## src/rtl/dispense_controller_if.sv

```systemverilog
// Bundle of user-input, counter and valve-side signals for the dispense controller.
// The controller connects through the slave modport; the environment connects through master.
interface dispense_controller_if #(
  parameter int unsigned BIT_COUNT = 32
);
  logic                 request;
  logic                 cup_present;
  logic [BIT_COUNT-1:0] count;
  logic                 counter_clear;
  logic                 valve_open;
  logic                 busy;
  logic                 done;
  logic                 aborted;

  modport master (
    output request, cup_present, count,
    input  counter_clear, valve_open, busy, done, aborted
  );

  modport slave (
    input  request, cup_present, count,
    output counter_clear, valve_open, busy, done, aborted
  );
endinterface

```

## src/rtl/dispense_controller.sv

```systemverilog
// Water dispenser valve controller: opens the valve for DISPENSE_COUNT cycles of the external
// counter. Define DISPENSE_COOLDOWN_EN to add a COOLDOWN_COUNT-cycle lockout after each dispense.
module dispense_controller #(
  parameter int unsigned          BIT_COUNT      = 32,
  parameter logic [BIT_COUNT-1:0] DISPENSE_COUNT = 18
`ifdef DISPENSE_COOLDOWN_EN
  ,
  parameter logic [BIT_COUNT-1:0] COOLDOWN_COUNT = 8
`endif
) (
  input logic                  clock,
  input logic                  reset,
  dispense_controller_if.slave bus
);

  localparam logic [2:0] IDLE     = 3'd0;
  localparam logic [2:0] DISPENSE = 3'd1;
  localparam logic [2:0] DONE     = 3'd2;
  localparam logic [2:0] ABORT    = 3'd3;
`ifdef DISPENSE_COOLDOWN_EN
  localparam logic [2:0] COOLDOWN = 3'd4;
  localparam logic [BIT_COUNT-1:0] COOLDOWN_LAST = COOLDOWN_COUNT - BIT_COUNT'(1);
`endif

  // The counter reads 0 in the first DISPENSE cycle, so the last open cycle sees COUNT-1.
  localparam logic [BIT_COUNT-1:0] DISPENSE_LAST = DISPENSE_COUNT - BIT_COUNT'(1);

  logic [2:0] state;
  logic [2:0] state_next;
  logic       request_prev;
  logic       start;
  logic       clear_next;
  logic       valve_next;
  logic       busy_next;
  logic       done_next;
  logic       aborted_next;

  assign start = bus.request & ~request_prev & bus.cup_present;

  always_comb begin
    state_next = state;
    case (state)
      IDLE:     if (start) state_next = DISPENSE;
      DISPENSE: begin
        // Cup removal wins over a coincident completion.
        if (!bus.cup_present)                state_next = ABORT;
        else if (bus.count >= DISPENSE_LAST) state_next = DONE;
      end
`ifdef DISPENSE_COOLDOWN_EN
      DONE:     state_next = COOLDOWN;
      COOLDOWN: if (bus.count >= COOLDOWN_LAST) state_next = IDLE;
`else
      DONE:     state_next = IDLE;
`endif
      ABORT:    state_next = IDLE;
      default:  state_next = IDLE;
    endcase
  end

  // Moore outputs decoded from the next state so they register alongside it.
  always_comb begin
    clear_next   = 1'b1;
    valve_next   = 1'b0;
    busy_next    = 1'b1;
    done_next    = 1'b0;
    aborted_next = 1'b0;
    case (state_next)
      IDLE:     busy_next    = 1'b0;
      DISPENSE: begin
        clear_next = 1'b0;
        valve_next = 1'b1;
      end
      DONE:     done_next    = 1'b1;
      ABORT:    aborted_next = 1'b1;
`ifdef DISPENSE_COOLDOWN_EN
      COOLDOWN: clear_next   = 1'b0;
`endif
      default:  busy_next    = 1'b0;
    endcase
  end

  always_ff @(posedge clock) begin
    if (!reset) begin
      state             <= IDLE;
      request_prev      <= 1'b1;
      bus.counter_clear <= 1'b1;
      bus.valve_open    <= 1'b0;
      bus.busy          <= 1'b0;
      bus.done          <= 1'b0;
      bus.aborted       <= 1'b0;
    end else begin
      state             <= state_next;
      request_prev      <= bus.request;
      bus.counter_clear <= clear_next;
      bus.valve_open    <= valve_next;
      bus.busy          <= busy_next;
      bus.done          <= done_next;
      bus.aborted       <= aborted_next;
    end
  end

endmodule

```

## src/flat_wrapper.sv

```systemverilog
// flat-port wrapper written by rule: the top's interface ports become plain ports
module dispense_controller_flat 
#(
  parameter int unsigned          BIT_COUNT      = 32,
  parameter logic [BIT_COUNT-1:0] DISPENSE_COUNT = 18

)
  (clock, reset, bus_request, bus_cup_present, bus_count, bus_counter_clear, bus_valve_open, bus_busy, bus_done, bus_aborted);
  dispense_controller_if #(.BIT_COUNT(BIT_COUNT)) bus_i ();
  input logic clock;
  input logic reset;
  input wire logic [$bits(bus_i.request)-1:0] bus_request;
  input wire logic [$bits(bus_i.cup_present)-1:0] bus_cup_present;
  input wire logic [$bits(bus_i.count)-1:0] bus_count;
  output wire logic [$bits(bus_i.counter_clear)-1:0] bus_counter_clear;
  output wire logic [$bits(bus_i.valve_open)-1:0] bus_valve_open;
  output wire logic [$bits(bus_i.busy)-1:0] bus_busy;
  output wire logic [$bits(bus_i.done)-1:0] bus_done;
  output wire logic [$bits(bus_i.aborted)-1:0] bus_aborted;
  assign bus_i.request = bus_request;
  assign bus_i.cup_present = bus_cup_present;
  assign bus_i.count = bus_count;
  assign bus_counter_clear = bus_i.counter_clear;
  assign bus_valve_open = bus_i.valve_open;
  assign bus_busy = bus_i.busy;
  assign bus_done = bus_i.done;
  assign bus_aborted = bus_i.aborted;
  dispense_controller #(.BIT_COUNT(BIT_COUNT), .DISPENSE_COUNT(DISPENSE_COUNT)) u_core (.clock(clock), .reset(reset), .bus(bus_i));
endmodule
```

## config.mk

```make
export PLATFORM = sky130hd
export DESIGN_NAME = dispense_controller_flat
export DESIGN_NICKNAME = d
export VERILOG_FILES = /design/src/rtl/dispense_controller_if.sv /design/src/rtl/dispense_controller.sv /design/src/flat_wrapper.sv
export SDC_FILE = /design/constraint.sdc
export NUM_CORES = 1
export LEC_CHECK = 0
export CORE_MARGIN = 5
export CORE_UTILIZATION = 28
export CTS_CLUSTER_SIZE = 30
export DETAILED_ROUTE_END_ITERATION = 10
export PLACE_DENSITY = 0.8
export SYNTH_ARGS = -nofsm -noshare
export SYNTH_HDL_FRONTEND = slang
export SYNTH_SLANG_ARGS = --single-unit
```

## constraint.sdc

```tcl
create_clock -name clock -period 2.7 [get_ports clock]
set_input_delay 0.405 -clock clock [delete_from_list [all_inputs] [get_ports clock]]
set_output_delay 0.405 -clock clock [all_outputs]
set_load 0.02 [all_outputs]
```

* After elaboration in Yosys (flattened, before gate mapping)
Index checks and enable logic that the tools add are counted.
** Cells by class
- Reductions and logical operators :: 2
- Bitwise logic cells :: 3
- Order comparisons :: 1
- Mux-type cells :: 9
- Equal/unequal tests :: 4
** Operators with widths (count)
- 32-bit by 5-bit >= comparator with 1-bit output (second input constant) :: 1
- 3-bit two-way mux :: 3
- 3-bit by 1-bit equality test with 1-bit output (second input constant) :: 2
- 3-bit by 2-bit equality test with 1-bit output (second input constant) :: 2
- 3-bit one-hot mux with 2 select lines :: 1
- 1-bit two-way mux :: 5
- 3-bit zero test :: 1
- 3-bit OR reduction :: 1
- 1-bit bitwise AND :: 2
- 1-bit inverter :: 1
** Word-level totals
- Register bits after elaboration :: 9
- Logic and storage cells :: 26
- Output and inout bits :: 5

* Logic depth before layout (Yosys ltp)
Gate-level depths: netlist of the first run.
- Depth after elaboration :: 8
- Gate-level depth with buffers :: 3
- Depth with buffers taken out :: 3

* Least setup slack after synthesis of the first run
OpenSTA, ideal clock, no wires.
- Kind :: input to register
- From :: input bus_count[2]
- To :: register u_core.state[1]
- Arrival :: 1.255 ns
- Setup slack :: 1.323 ns
- Cell stages on the path :: 3
- Buffers on the path :: 0
- Path through :: o41ai_2 > nand4_2 > o311a_1
** On the way
- Cells in the longest elaborated chain, start to end :: 4
** RTL lines
- from (decl) :: RTL line flat_wrapper.sv:14 : input wire logic [$bits(bus_i.count)-1:0] bus_count;
- 32-bit by 5-bit >= comparator with 1-bit output :: RTL line dispense_controller.sv:47 : else if (bus.count >= DISPENSE_LAST) state_next = DONE;
- 3-bit two-way mux :: RTL line dispense_controller.sv:47
- 3-bit two-way mux :: RTL line dispense_controller.sv:46 : if (!bus.cup_present) state_next = ABORT;
- 3-bit one-hot mux with 2 select lines :: RTL line dispense_controller.sv:42 : case (state)
- to (signal assigned) :: RTL line dispense_controller.sv:92 : state <= state_next;
- to (decl) :: RTL line dispense_controller.sv:28 : logic [2:0] state;
No other way between the ends.
A chain may end at the register's enable or synchronous reset.

* Final worst setup path of the first run
Same ends and word-level chain as after synthesis.

==> impl_metrics.yaml, run 1 <==
routing:
  drt_iter0_markers: 5
  final_antenna_net_count: 0
  dr_total_vias: 466
  dr.pass1.iters: 4
  drc: 0
  drt_wl_total_um: 1140
  viasPerCell: 4.85
  avgRoutedWirePerCell_um: 11.9
yosys:
  yosys_warnings: 0
  synth_edf_count: 0
  yosys.area.top_type: "dfxtp_1"
  yosys-top-cells-area: "dfxtp_1, nor4_1, o41ai_2"
  synth_cell_type_count: 21
  synthesis.area_um2: 378
  dominantRegCellSynth: "dfxtp_1"
  avgSynthCellArea_um2: 10.2
  async_flop_share: 0
  yosysTopAreaCellShare: 0.477
  synth_cells: 37
  synth_most_common_cell: "dfxtp_1"
  synth_common_cells: "dfxtp_1, nor4_1, inv_1, nand3_1, o31ai_1"
  ys_seq_area_frac: 0.477
  syn_nets: 73
  ys_ff_latch: 9
clock_network:
  clk_pin_slew_worst_paths_ns: 0.05
  htreeDepth: 1
  cts_resized: 0
  post_cts_buffers: 0
  worstSkewPairLatency_ns: 0.25
  cts_hold_buf: 0
  clockBufferDepth: 2
  cts_buffers: 3
  cts.sinks: 9
  cts_tree: "done"
  cts-root-buf: "clkbuf_4"
die:
  io_pins: 41
  coreArea_um2: 1280
  die_area_um2: 2180
  start_util: 0.294
  fp.dieW_um: 46.7
  fp.dieH_um: 46.7
  rows: 13
placement:
  dp_hpwl_um: 1060
  dp.cells: 92
  dp_slack_ns: 0.824
  io_buffers: 40
  gp_congestion: 0.639
layout:
  drive_above_1_share: 0.0864
  antenna_cells: 0
  n_fill_cell: 106
  final_cells: 96
  area_delta_synth_final_pct: 118
  final_nets: 118
critical_path:
  critPathKind: "input pin to flip-flop"
  crit_fanout: 5
  startpoint_type: "input pin"
  cp_cell_sequence: "clkdlybuf4s50_1, o41ai_2, nand4_2, o311a_1"
  regToRegSetupSlack_ns: 1.58
  worst-path-buf-inv: 1
  crit_path_end_kind: "flip-flop"
  worstPathArrival_ns: 1.74
  crit_family: "compound AO/OA/AOI/OAI gates"
  cp_slowest_cell: "clkdlybuf4s50_1"
  cpPeakStageDelay_ns: 0.41
  required_ns: 2.84
sta:
  skew_ns: 0.00384
  setup_ws_ns: 1.09
  max_freq_mhz: 622
  finalHoldViolations: 0
  fin_crit_ns: 1.61
  setup_viol: 0
  rsz0062_at_grt: "no"
  finalSetupTns_ns: 0
  period_share: 0.595
  drv_slew: 0
power:
  power_leakage_nw: 0.312
  peakVddDrop_mv: 0.231
  pwr_density_cell_nw_per_um2: 361
min_path:
  hp-class: "flip-flop to flip-flop"
run_status:
  outcome: "completed"
grt:
  grt_pass1_wl_um: 1730
  grt_max_degree: 7
  grt-ovfl-total: 0
  grt_pass1_vias: 476
  track_usage: 0.121
  antenna_found_initial: 0
flow_run:
  max_cap_violations: 0
## path summary, 6_finish.rpt
check | end | from | depth (start not counted)
max | u_core.state[1] | bus_count[2] | 4
min reg2reg | u_core.state[1] | u_core.state[2] | 2
max reg2reg | u_core.bus.counter_clear | u_core.state[2] | 3
min | u_core.state[1] | u_core.state[2] | 2
## stage by stage
stage,instance area (µm²),total power [mW],hold WS (ns),util
4_1_cts,823,0.303,0.532,0.641
6_report,823,0.297,0.528,0.641
2_1_floorplan,378,0.148,0.477,-
3_3_place_gp,797,0.202,0.511,0.620
5_1_grt,823,0.315,0.567,0.641
3_5_place_dp,797,0.203,0.524,0.620
## flip-flops by register name (all words and copies together), names as in the netlist
register                  flops
u_core.bus.done               1
u_core.bus.counter_clear      1
u_core.bus.aborted            1
u_core.bus.valve_open         1
u_core.request_prev           1
u_core.bus.busy               1
u_core.state                  3
## metal layers
layer  routed length, µm  part of all wire  vias to the layer above  GRT usage
li1                    -                 -                      235          -
met4                   0                 0                        0     0.0166
met1                 393              0.34                      205      0.113
met5                   0                 0                        -          0
met3                 135              0.12                        0     0.0805
met2                 612              0.54                       26      0.225
## report_power, final
part | internal [mW] | switching, mW | leakage [nW]
logic | 0.0497 | 0.0135 | 0.223
registers | 0.135 | 0.00118 | 0.0733
clock network | 0.0565 | 0.0408 | 0.0150
## cell families (layout without fill, tap and decap cells)
family          Yosys count  after routing  synth area share
compound gates            8              8             0.192
other cells               1              1           0.00992
buf+inv                   2             46            0.0199
simple gates             17             17             0.301
flops                     9              9             0.477
## placed cells by master (no fill, tap or decap), drive strengths merged, types with 2 or more instances in the layout
| cell | count |
|---|---|
| clkdlybuf4s50 | 40 |
| dfxtp | 9 |
| nor4 | 6 |
| clkbuf | 4 |
| inv | 2 |
| o31ai | 2 |
| nand3 | 2 |
| nand4 | 2 |
| nor3b | 2 |
## cell type report
class,count,area (µm²),share of cell area
sequential,9,180,0.219
multi-input combinational,26,190,0.231
tap,15,18.8,0.0228
clock buffer,4,26.3,0.0319
inverter,2,7.51,0.00912
timing repair buffer,40,400,0.486
## worst reg2reg max path: cells and delay by family (launching register included)
kind               cells  cell delay (ns)
and+or+nand+nor        2             0.44
DFF                    1             0.30
AOI/OAI and AO/OA      1             0.27
Note: power is estimated with default switching activity, not from simulation.
==> run 2, diff against run 1 <==
--- a/config.mk
+++ b/config.mk
@@ -6,10 +6,10 @@
 export NUM_CORES = 1
 export LEC_CHECK = 0
 export CORE_MARGIN = 5
-export CORE_UTILIZATION = 28
+export CORE_UTILIZATION = 24
 export CTS_CLUSTER_SIZE = 30
 export DETAILED_ROUTE_END_ITERATION = 10
-export PLACE_DENSITY = 0.8
+export PLACE_DENSITY = 0.73
 export SYNTH_ARGS = -nofsm -noshare
 export SYNTH_HDL_FRONTEND = slang
 export SYNTH_SLANG_ARGS = --single-unit
==> constraint.sdc (replaced) <==
create_clock -name clock -period 1.35 [get_ports clock]
set_input_delay 0.2025 -clock clock [delete_from_list [all_inputs] [get_ports clock]]
set_output_delay 0.2025 -clock clock [all_outputs]
set_load 0.02 [all_outputs]
==> run 2 against run 1 <==
- count of clock-buffer cells in the layout is the same
- non-clock buffer count grew 4
- setup slack lost 1.1 ns
- core utilization shrank 3.7 points
- cell count grew 5.2%
- cell area grew 10%
- clock power grew 120%
- register-to-register slack lost 1.4 ns
- routed wire length grew 15%
- highest routed layer is now met4
==> impl_metrics.yaml, run 2 (same netlist as run 1, synthesis figures left out) <==
critical_path:
  crit_start: "bus_count[16]"
  startpoint_type: "input pin"
  crit_family: "buffers and inverters"
  worstPathArrival_ns: 1.49
  cpPeakStageDelay_ns: 0.42
  required_ns: 1.50
  critPathKind: "input pin to flip-flop"
  crit_fanout: 5
  cp_cell_sequence: "clkdlybuf4s50_1, nor4_2, nand4_1, buf_6, o311a_1"
  cp_slowest_cell: "clkdlybuf4s50_1"
  worst-path-buf-inv: 2
  regToRegStartpoint: "u_core.state[2]"
  crit_path_end_kind: "flip-flop"
routing:
  avgRoutedWirePerCell_um: 13.0
  drt_iter0_markers: 4
  viasPerCell: 4.77
  dr.pass1.iters: 4
  final_antenna_net_count: 0
  dr_total_vias: 482
  drt_wl_total_um: 1310
  drc: 0
layout:
  final_nets: 122
  top_register: "u_core.state"
  mostFrequentLayoutCells: "clkdlybuf4s50_1, dlygate4sd2_1, dlymetal6s2s_1, dfxtp_1, nor4_2"
  final_common_cell: "clkdlybuf4s50_1"
  drive_above_1_share: 0.200
  area_delta_synth_final_pct: 141
  largest_register_ffs: 3
  n_fill_cell: 147
  antenna_cells: 0
grt:
  grt_max_degree: 7
  antenna_found_initial: 0
  track_usage: 0.104
  grt_pass1_wl_um: 1930
  grt-ovfl-total: 0
  grt_pass1_vias: 483
sta:
  period_share: 0.993
  setup_ws_ns: 0.00984
  finalHoldViolations: 0
  worst_hold_slack_ns: 0.380
  fin_crit_ns: 1.34
  max_freq_mhz: 746
  setup_viol: 0
  drv_slew: 0
  skew_ns: 0.000575
clock_network:
  clk_pin_slew_worst_paths_ns: 0.06
  cts_hold_buf: 0
  cts-root-buf: "clkbuf_4"
  cts_tree: "done"
  cts.sinks: 9
  cts_buffers: 3
  worstSkewPairLatency_ns: 0.26
  clockBufferDepth: 2
  htreeDepth: 1
die:
  coreArea_um2: 1510
  fp.dieH_um: 49.7
  start_util: 0.251
  die_area_um2: 2470
  io_pins: 41
  fp.dieW_um: 49.7
  rows: 14
placement:
  gp_congestion: 0.710
  dp_slack_ns: -0.324
  dp_hpwl_um: 1130
  io_buffers: 40
power:
  peakVddDrop_mv: 0.376
  power_leakage_nw: 0.446
  finalPower_mw: 0.612
  pwr_density_cell_nw_per_um2: 673
flow_run:
  max_cap_violations: 0
run_status:
  outcome: "completed"
min_path:
  hold_start: "bus_count[20]"
  hp-class: "input pin to flip-flop"
[run 2: cell types whose count changed in the layout (fill, tap and decap cells not counted), sizes merged]
cell and change:
clkdlybuf4s50 -18, dlygate4sd2 +9, dlymetal6s2s +9, buf +4
[run 2: path summary, 6_finish.rpt]
check / endpoint / slack [ns] / cells after the start
max: u_core.state[1] / 0.01 / 5
min: u_core.bus.counter_clear / 0.38 / 4
max reg2reg: u_core.bus.counter_clear / 0.17 / 3
min reg2reg: u_core.state[1] / 0.54 / 1
[run 2: worst min-delay path: cells and delay by family]
family                 cells  cell delay (ns)
buffers and inverters      1             0.10
AOI/OAI and AO/OA          1             0.14
and+or+nand+nor            2             0.17
[run 2: metrics by stage]
step	utilization	instance area, µm²	instances	setup TNS [ns]
after CTS	0.570	858	100	0
after global placement	0.540	813	95	-1.09
after floorplan	-	378	37	0
after global routing	0.604	910	101	-0.0647
after detailed placement	0.540	813	95	-1.33
final	0.604	910	101	0
[run 2: final cells by class]
type | count | area, µm² | share of cell area
Tap cell | 16 | 20.0 | 0.0220
Inverter | 2 | 7.51 | 0.00825
Multi-Input combinational cell | 26 | 226 | 0.249
Clock buffer | 4 | 26.3 | 0.0289
Timing Repair Buffer | 44 | 449 | 0.494
Sequential cell | 9 | 180 | 0.198
[run 2: layer usage]
metal  track usage  up-vias  wire length (µm)
li1              -      242                 -
met1        0.0967      212               462
met2         0.186       26               701
met3        0.0542        2               131
met4        0.0393        0                13
met5             0        -                 0
[run 2: what timing repair did]
item	in CTS	in global routing
buffers inserted	1	1
gates cloned	0	0
gates resized for setup	13	13
setup endpoints to repair	7	5
pin swaps	6	6
[run 2: power breakdown]
| group | internal, mW | total (mW) | switching (mW) |
|---|---|---|---|
| Combinational | 0.0960 | 0.130 | 0.0340 |
| Clock | 0.114 | 0.210 | 0.0956 |
| Sequential | 0.271 | 0.273 | 0.00218 |
| Total | 0.481 | 0.612 | 0.132 |
